**src/rtl/eth_reset_sequencer_if.sv**
```systemverilog
// Soft-reset handshake and staged reset outputs of the Ethernet reset sequencer.
// The master side is the sequencer; the slave side is the controller/software requester.
interface eth_reset_sequencer_if;
    logic       soft_reset_req;
    logic       soft_reset_ack;
    logic       phy_reset_n;
    logic       mac_rx_reset;
    logic       mac_tx_reset;
    logic       ready;
    logic [2:0] state;

    modport master (
        input  soft_reset_req,
        output soft_reset_ack,
        output phy_reset_n,
        output mac_rx_reset,
        output mac_tx_reset,
        output ready,
        output state
    );

    modport slave (
        output soft_reset_req,
        input  soft_reset_ack,
        input  phy_reset_n,
        input  mac_rx_reset,
        input  mac_tx_reset,
        input  ready,
        input  state
    );
endinterface

```
**src/rtl/eth_reset_sequencer.sv**
```systemverilog
// Staged reset release for the Ethernet controller: PHY pin, settle window, MAC RX, MAC TX, ready.
// A soft-reset request accepted in READY replays the whole sequence.
module eth_reset_sequencer #(
    parameter int phy_hold_cycles_p    = 16,
    parameter int phy_settle_cycles_p  = 64,
    parameter int mac_stagger_cycles_p = 4
) (
    input  logic                         clk_i,
    input  logic                         async_reset_n_i,
    eth_reset_sequencer_if.master        rst_if
);

    localparam int max_ab_c = (phy_hold_cycles_p > phy_settle_cycles_p) ? phy_hold_cycles_p
                                                                         : phy_settle_cycles_p;
    localparam int max_c    = (max_ab_c > mac_stagger_cycles_p) ? max_ab_c : mac_stagger_cycles_p;
    localparam int cnt_w_c  = $clog2(max_c) + 1;

    localparam logic [cnt_w_c-1:0] hold_last_c    = cnt_w_c'(phy_hold_cycles_p - 1);
    localparam logic [cnt_w_c-1:0] settle_last_c  = cnt_w_c'(phy_settle_cycles_p - 1);
    localparam logic [cnt_w_c-1:0] stagger_last_c = cnt_w_c'(mac_stagger_cycles_p - 1);
    localparam logic [cnt_w_c-1:0] cnt_zero_c     = {cnt_w_c{1'b0}};
    localparam logic [cnt_w_c-1:0] cnt_one_c      = cnt_w_c'(1);

    if (phy_hold_cycles_p < 1) begin : g_bad_hold
        $error("phy_hold_cycles_p must be >= 1");
    end
    if (phy_settle_cycles_p < 1) begin : g_bad_settle
        $error("phy_settle_cycles_p must be >= 1");
    end
    if (mac_stagger_cycles_p < 1) begin : g_bad_stagger
        $error("mac_stagger_cycles_p must be >= 1");
    end

    typedef enum logic [2:0] {
        ST_HOLD    = 3'd0,
        ST_SETTLE  = 3'd1,
        ST_STAGGER = 3'd2,
        ST_READY   = 3'd3
    } state_e;

    state_e               state_q,        state_d;
    logic [cnt_w_c-1:0]   cnt_q,          cnt_d;
    logic                 phy_reset_n_q,  phy_reset_n_d;
    logic                 mac_rx_reset_q, mac_rx_reset_d;
    logic                 mac_tx_reset_q, mac_tx_reset_d;
    logic                 ready_q,        ready_d;
    logic                 ack_q,          ack_d;
    logic                 accept_s;

    // State, counter and output registers; async reset discards any partial count.
    always_ff @(posedge clk_i or negedge async_reset_n_i) begin
        if (!async_reset_n_i) begin
            state_q        <= ST_HOLD;
            cnt_q          <= cnt_zero_c;
            phy_reset_n_q  <= 1'b0;
            mac_rx_reset_q <= 1'b1;
            mac_tx_reset_q <= 1'b1;
            ready_q        <= 1'b0;
            ack_q          <= 1'b0;
        end else begin
            state_q        <= state_d;
            cnt_q          <= cnt_d;
            phy_reset_n_q  <= phy_reset_n_d;
            mac_rx_reset_q <= mac_rx_reset_d;
            mac_tx_reset_q <= mac_tx_reset_d;
            ready_q        <= ready_d;
            ack_q          <= ack_d;
        end
    end

    // Next-state and dwell counter; the request is only looked at in READY.
    always_comb begin
        state_d  = state_q;
        cnt_d    = cnt_q;
        accept_s = 1'b0;
        case (state_q)
            ST_HOLD: begin
                if (cnt_q == hold_last_c) begin
                    state_d = ST_SETTLE;
                    cnt_d   = cnt_zero_c;
                end else begin
                    cnt_d   = cnt_q + cnt_one_c;
                end
            end
            ST_SETTLE: begin
                if (cnt_q == settle_last_c) begin
                    state_d = ST_STAGGER;
                    cnt_d   = cnt_zero_c;
                end else begin
                    cnt_d   = cnt_q + cnt_one_c;
                end
            end
            ST_STAGGER: begin
                if (cnt_q == stagger_last_c) begin
                    state_d = ST_READY;
                    cnt_d   = cnt_zero_c;
                end else begin
                    cnt_d   = cnt_q + cnt_one_c;
                end
            end
            ST_READY: begin
                cnt_d = cnt_zero_c;
                if (rst_if.soft_reset_req) begin
                    state_d  = ST_HOLD;
                    accept_s = 1'b1;
                end else begin
                    state_d  = ST_READY;
                end
            end
            default: begin
                state_d = ST_HOLD;
                cnt_d   = cnt_zero_c;
            end
        endcase
    end

    // Output values decoded from the state being entered, so they change on the same edge.
    always_comb begin
        phy_reset_n_d  = 1'b0;
        mac_rx_reset_d = 1'b1;
        mac_tx_reset_d = 1'b1;
        ready_d        = 1'b0;
        ack_d          = accept_s;
        case (state_d)
            ST_HOLD: begin
                phy_reset_n_d  = 1'b0;
            end
            ST_SETTLE: begin
                phy_reset_n_d  = 1'b1;
            end
            ST_STAGGER: begin
                phy_reset_n_d  = 1'b1;
                mac_rx_reset_d = 1'b0;
            end
            ST_READY: begin
                phy_reset_n_d  = 1'b1;
                mac_rx_reset_d = 1'b0;
                mac_tx_reset_d = 1'b0;
                ready_d        = 1'b1;
            end
            default: begin
                phy_reset_n_d  = 1'b0;
            end
        endcase
    end

    assign rst_if.soft_reset_ack = ack_q;
    assign rst_if.phy_reset_n    = phy_reset_n_q;
    assign rst_if.mac_rx_reset   = mac_rx_reset_q;
    assign rst_if.mac_tx_reset   = mac_tx_reset_q;
    assign rst_if.ready          = ready_q;
    assign rst_if.state          = state_q;

endmodule

```
**src/flat_wrapper.sv**
```systemverilog
// flat-port wrapper written by rule: the top's interface ports become plain ports
module eth_reset_sequencer_flat 
#(
    parameter int phy_hold_cycles_p    = 16,
    parameter int phy_settle_cycles_p  = 64,
    parameter int mac_stagger_cycles_p = 4
)
  (clk_i, async_reset_n_i, rst_if_soft_reset_req, rst_if_soft_reset_ack, rst_if_phy_reset_n, rst_if_mac_rx_reset, rst_if_mac_tx_reset, rst_if_ready, rst_if_state);
  eth_reset_sequencer_if rst_if_i ();
  input  logic clk_i;
  input  logic async_reset_n_i;
  input wire logic [$bits(rst_if_i.soft_reset_req)-1:0] rst_if_soft_reset_req;
  output wire logic [$bits(rst_if_i.soft_reset_ack)-1:0] rst_if_soft_reset_ack;
  output wire logic [$bits(rst_if_i.phy_reset_n)-1:0] rst_if_phy_reset_n;
  output wire logic [$bits(rst_if_i.mac_rx_reset)-1:0] rst_if_mac_rx_reset;
  output wire logic [$bits(rst_if_i.mac_tx_reset)-1:0] rst_if_mac_tx_reset;
  output wire logic [$bits(rst_if_i.ready)-1:0] rst_if_ready;
  output wire logic [$bits(rst_if_i.state)-1:0] rst_if_state;
  assign rst_if_i.soft_reset_req = rst_if_soft_reset_req;
  assign rst_if_soft_reset_ack = rst_if_i.soft_reset_ack;
  assign rst_if_phy_reset_n = rst_if_i.phy_reset_n;
  assign rst_if_mac_rx_reset = rst_if_i.mac_rx_reset;
  assign rst_if_mac_tx_reset = rst_if_i.mac_tx_reset;
  assign rst_if_ready = rst_if_i.ready;
  assign rst_if_state = rst_if_i.state;
  eth_reset_sequencer #(.phy_hold_cycles_p(phy_hold_cycles_p), .phy_settle_cycles_p(phy_settle_cycles_p), .mac_stagger_cycles_p(mac_stagger_cycles_p)) u_core (.clk_i(clk_i), .async_reset_n_i(async_reset_n_i), .rst_if(rst_if_i));
endmodule
```
**config.mk**
```make
export PLATFORM = sky130hd
export DESIGN_NAME = eth_reset_sequencer_flat
export DESIGN_NICKNAME = d
export VERILOG_FILES = /design/src/rtl/eth_reset_sequencer_if.sv /design/src/rtl/eth_reset_sequencer.sv /design/src/flat_wrapper.sv
export SDC_FILE = /design/constraint.sdc
export NUM_CORES = 1
export LEC_CHECK = 0
export CAP_MARGIN = 25
export CELL_PAD_IN_SITES_DETAIL_PLACEMENT = 0
export CELL_PAD_IN_SITES_GLOBAL_PLACEMENT = 1
export CORE_MARGIN = 2
export CORE_UTILIZATION = 42
export DETAILED_ROUTE_END_ITERATION = 6
export MAX_ROUTING_LAYER = met4
export PLACE_DENSITY_LB_ADDON = 0.1
export SYNTH_ARGS = -nofsm -noshare
export SYNTH_HDL_FRONTEND = slang
export SYNTH_SLANG_ARGS = --single-unit
```
**constraint.sdc**
```tcl
create_clock -name clk_i -period 4.3 [get_ports clk_i]
set_input_delay 0.43 -clock clk_i [delete_from_list [all_inputs] [get_ports clk_i]]
set_output_delay 0.43 -clock clk_i [all_outputs]
set_load 0.05 [all_outputs]
```
==> flow_metrics.tcl <==
set metrics [dict create \
    cts_buffer_count 3 \
    floorplan.rows 14 \
    fin_ws_ns 2.10 \
    worst_max_slew_pin_slew_ns 0.648 \
    power_leakage_uw 0.000319 \
    clkTransAtPathRegs_ns 0.09 \
    crit_fanout 13 \
    num_antenna_cells 0 \
    synthDistinctLibCells 25 \
    globalRouteOverflowTotal 0 \
    sequential_cell_area_sq_um 378 \
    synthesis.area_sq_um 672 \
    worst_setup_path_end_kind "output pin" \
    layout_min_cycle_time_ns 2.20 \
    fin_nets 78 \
    synthTopCellsByArea "sky130_fd_sc_hd__dfrtp_1 (48%), sky130_fd_sc_hd__dfstp_2 (7.8%), sky130_fd_sc_hd__xnor2_1 (3.9%)" \
    wire_length_of_the_first_global_routing_pass_microns 2050 \
    grt_setup_unrepaired "false" \
    cts.sinks 15 \
    dominantRegCellSynth "sky130_fd_sc_hd__dfrtp_1" \
    synth_to_final_area_change_pct 20.9 \
    synth_nets 65 \
    mostFrequentLayoutCells "sky130_fd_sc_hd__dfrtp_1 (13), sky130_fd_sc_hd__clkdlybuf4s50_1 (10), sky130_fd_sc_hd__nor3_1 (5)" \
    die_height_microns 44.0 \
    setup_viol 0 \
    grt_antenna_before_repair 0 \
    register_area_share_after_synthesis 0.562 \
    floorplan.io_pins 11 \
    yosysWarningCount 0 \
    cpMaxStageDelayCell "sky130_fd_sc_hd__clkdlybuf4s50_1" \
    routabilityCongestion 0.744 \
    crit_chain "clkdlybuf4s50_1" \
    vias 490 \
    post_route_cells_drive_above_1_share 0.123 \
    worst_ir_drop_vdd_mv 0.208 \
    final-hold-violation-count 0 \
    dpl_worst_slack_ns 2.41 \
    crit_required_ns 3.87 \
    first_pass_iters 4 \
    asyncSetResetFlopFracSynth 1.00 \
    critPathArrivalTime_ns 1.77 \
    period_share 0.511 \
    chipWidth_microns 44.0 \
    hp_class "reg -> reg" \
    worstPathBufferInverterCount 1 \
    total_power_uw 241 \
    status "complete, no violations" \
    critical_path.startpoint_type "register" \
    clock_tree.htree_level_count 1 \
    multi_input_comb_area_sq_um 279 \
    avgSynthCellArea_sq_um 11.0 \
    yosys.area.top_type "sky130_fd_sc_hd__dfrtp_1" \
    io_buffer_count 10 \
    finalClockSkew_ns 0.00161 \
    post_drt_via_cell_ratio 5.51 \
    route.final.wire_length_microns 1240 \
    post-synth-top-area-fraction 0.484 \
    route.antenna.remaining_nets 0 \
    layout.cells.most_common "sky130_fd_sc_hd__dfrtp_1" \
    synth_edf_count 0 \
    cts_setup_buffers 0 \
    global_route_usage_over_all_layers 0.160 \
    ctsHoldBuffers 0 \
    core-area_sq_um 1510 \
    layoutNonFillerInstCount 89 \
    max_cap_viol 0 \
    cts_tree "built" \
    die_area_sq_um 1940 \
    powerDensity_nw_per_um2 297 \
    number_of_instances_in_the_synthesized_netlist 61 \
    drt_iter0_drc 7 \
    grt_max_degree 16 \
    clock_tree.root_cell "sky130_fd_sc_hd__clkbuf_4" \
    critical-path-top-delay-family "buffers and inverters" \
    synth-seq-cells 15 \
    clock_tree.buffer_depth 2 \
    clock_latency_ns 0.28 \
    slowest_delay_ns 0.88 \
    maxClockFrequency_ghz 0.455 \
    final.setup.tns_ns 0 \
    grt_pass1_vias 447 \
    starting_utilization_of_the_core_area 0.446 \
    maxSlewHeadroom 0.567 \
    maxSlewViolCount 0 \
    placed_cells_incl_taps 85 \
    wl_per_cell_microns 14.0 \
    route.detailed.drc 0 \
    cts-resized-gates 0 \
    setup.worst_path.class "reg -> out" \
    final.fill_count 149 \
    final_core_util 0.539 \
    dp_hpwl_microns 857 \
]
==> metal layers <==
metal,share of wire,GRT usage,vias up
li1,-,-,244
met1,0.48,0.223,231
met5,0,-,-
met3,0.049,0.0500,2
met4,0.0080,0.0727,0
met2,0.47,0.212,13
==> final cells by class <==
cell class | instances | share of cell area
flip-flops and latches | 15 | 0.465
multi-input cells | 42 | 0.344
repair buffers | 10 | 0.123
clock buffers | 3 | 0.0277
well taps | 16 | 0.0247
inverters | 2 | 0.00924
clock inverters | 1 | 0.00616
==> flip-flops by register name, indices dropped and copies added (netlist names) <==
name	flops
u_core.cnt_q	7
u_core.rst_if.mac_rx_reset	1
u_core.rst_if.mac_tx_reset	1
u_core.rst_if.phy_reset_n	1
u_core.rst_if.ready	1
u_core.rst_if.soft_reset_ack	1
u_core.rst_if.state	3
==> power by group <==
group          total (uW)  switching [uW]  internal, uW
clock network        79.3            44.8          34.5
logic                13.9            7.80          6.11
registers             148            4.20           144
total                 241            56.8           184
==> cell usage after synthesis, types with 2 or more instances <==
cell / n
sky130_fd_sc_hd__a21oi_1: 2
sky130_fd_sc_hd__inv_1: 2
sky130_fd_sc_hd__nand2b_1: 3
sky130_fd_sc_hd__dfstp_2: 2
sky130_fd_sc_hd__nor2_1: 4
sky130_fd_sc_hd__nand3_1: 4
sky130_fd_sc_hd__nand2_1: 4
sky130_fd_sc_hd__nor3_1: 5
sky130_fd_sc_hd__dfrtp_1: 13
sky130_fd_sc_hd__xnor2_1: 3
sky130_fd_sc_hd__clkbuf_1: 2
sky130_fd_sc_hd__a21o_1: 2
sky130_fd_sc_hd__a311oi_1: 2
sky130_fd_sc_hd__nor3b_1: 2
==> path summary, 6_finish.rpt <==
| kind | slack (ns) | start | endpoint | cells past startpoint |
|---|---|---|---|---|
| worst max register to register | 2.49 | u_core.cnt_q[0]$_DFF_PN0_ | u_core.cnt_q[5]$_DFF_PN0_ | 5 |
| max in group asynchronous | 3.35 | async_reset_n_i | u_core.cnt_q[5]$_DFF_PN0_ | 1 |
| worst max-delay path | 2.10 | u_core.rst_if.state[2]$_DFF_PN0_ | rst_if_state[2] | 1 |
| worst min register to register | 0.47 | u_core.cnt_q[0]$_DFF_PN0_ | u_core.cnt_q[0]$_DFF_PN0_ | 1 |
| worst min-delay path | 0.47 | u_core.cnt_q[0]$_DFF_PN0_ | u_core.cnt_q[0]$_DFF_PN0_ | 1 |
| min in group asynchronous | 0.54 | async_reset_n_i | u_core.cnt_q[6]$_DFF_PN0_ | 1 |
==> per-stage QoR <==
step	instance area, sq um	hold WS (ns)
finish	812	0.475
detailed placement	785	0.464
global placement	785	0.461
global route	812	0.496
floorplan	672	0.134
CTS	812	0.478
==> kinds of logic (layout without fill, tap and decap cells) <==
logic type	after synthesis	count (layout)	share of synthesized area
and+or+nand+nor	24	24	0.196
buffers and inverters	4	16	0.0224
DFF	15	15	0.562
adders and majority gates	1	1	0.0186
xor gates and xnor gates	4	4	0.0522
AOI/OAI and AO/OA	11	11	0.127
other	1	1	0.00558
muxes	1	1	0.0168
Note: power is estimated with default switching activity, not from simulation.
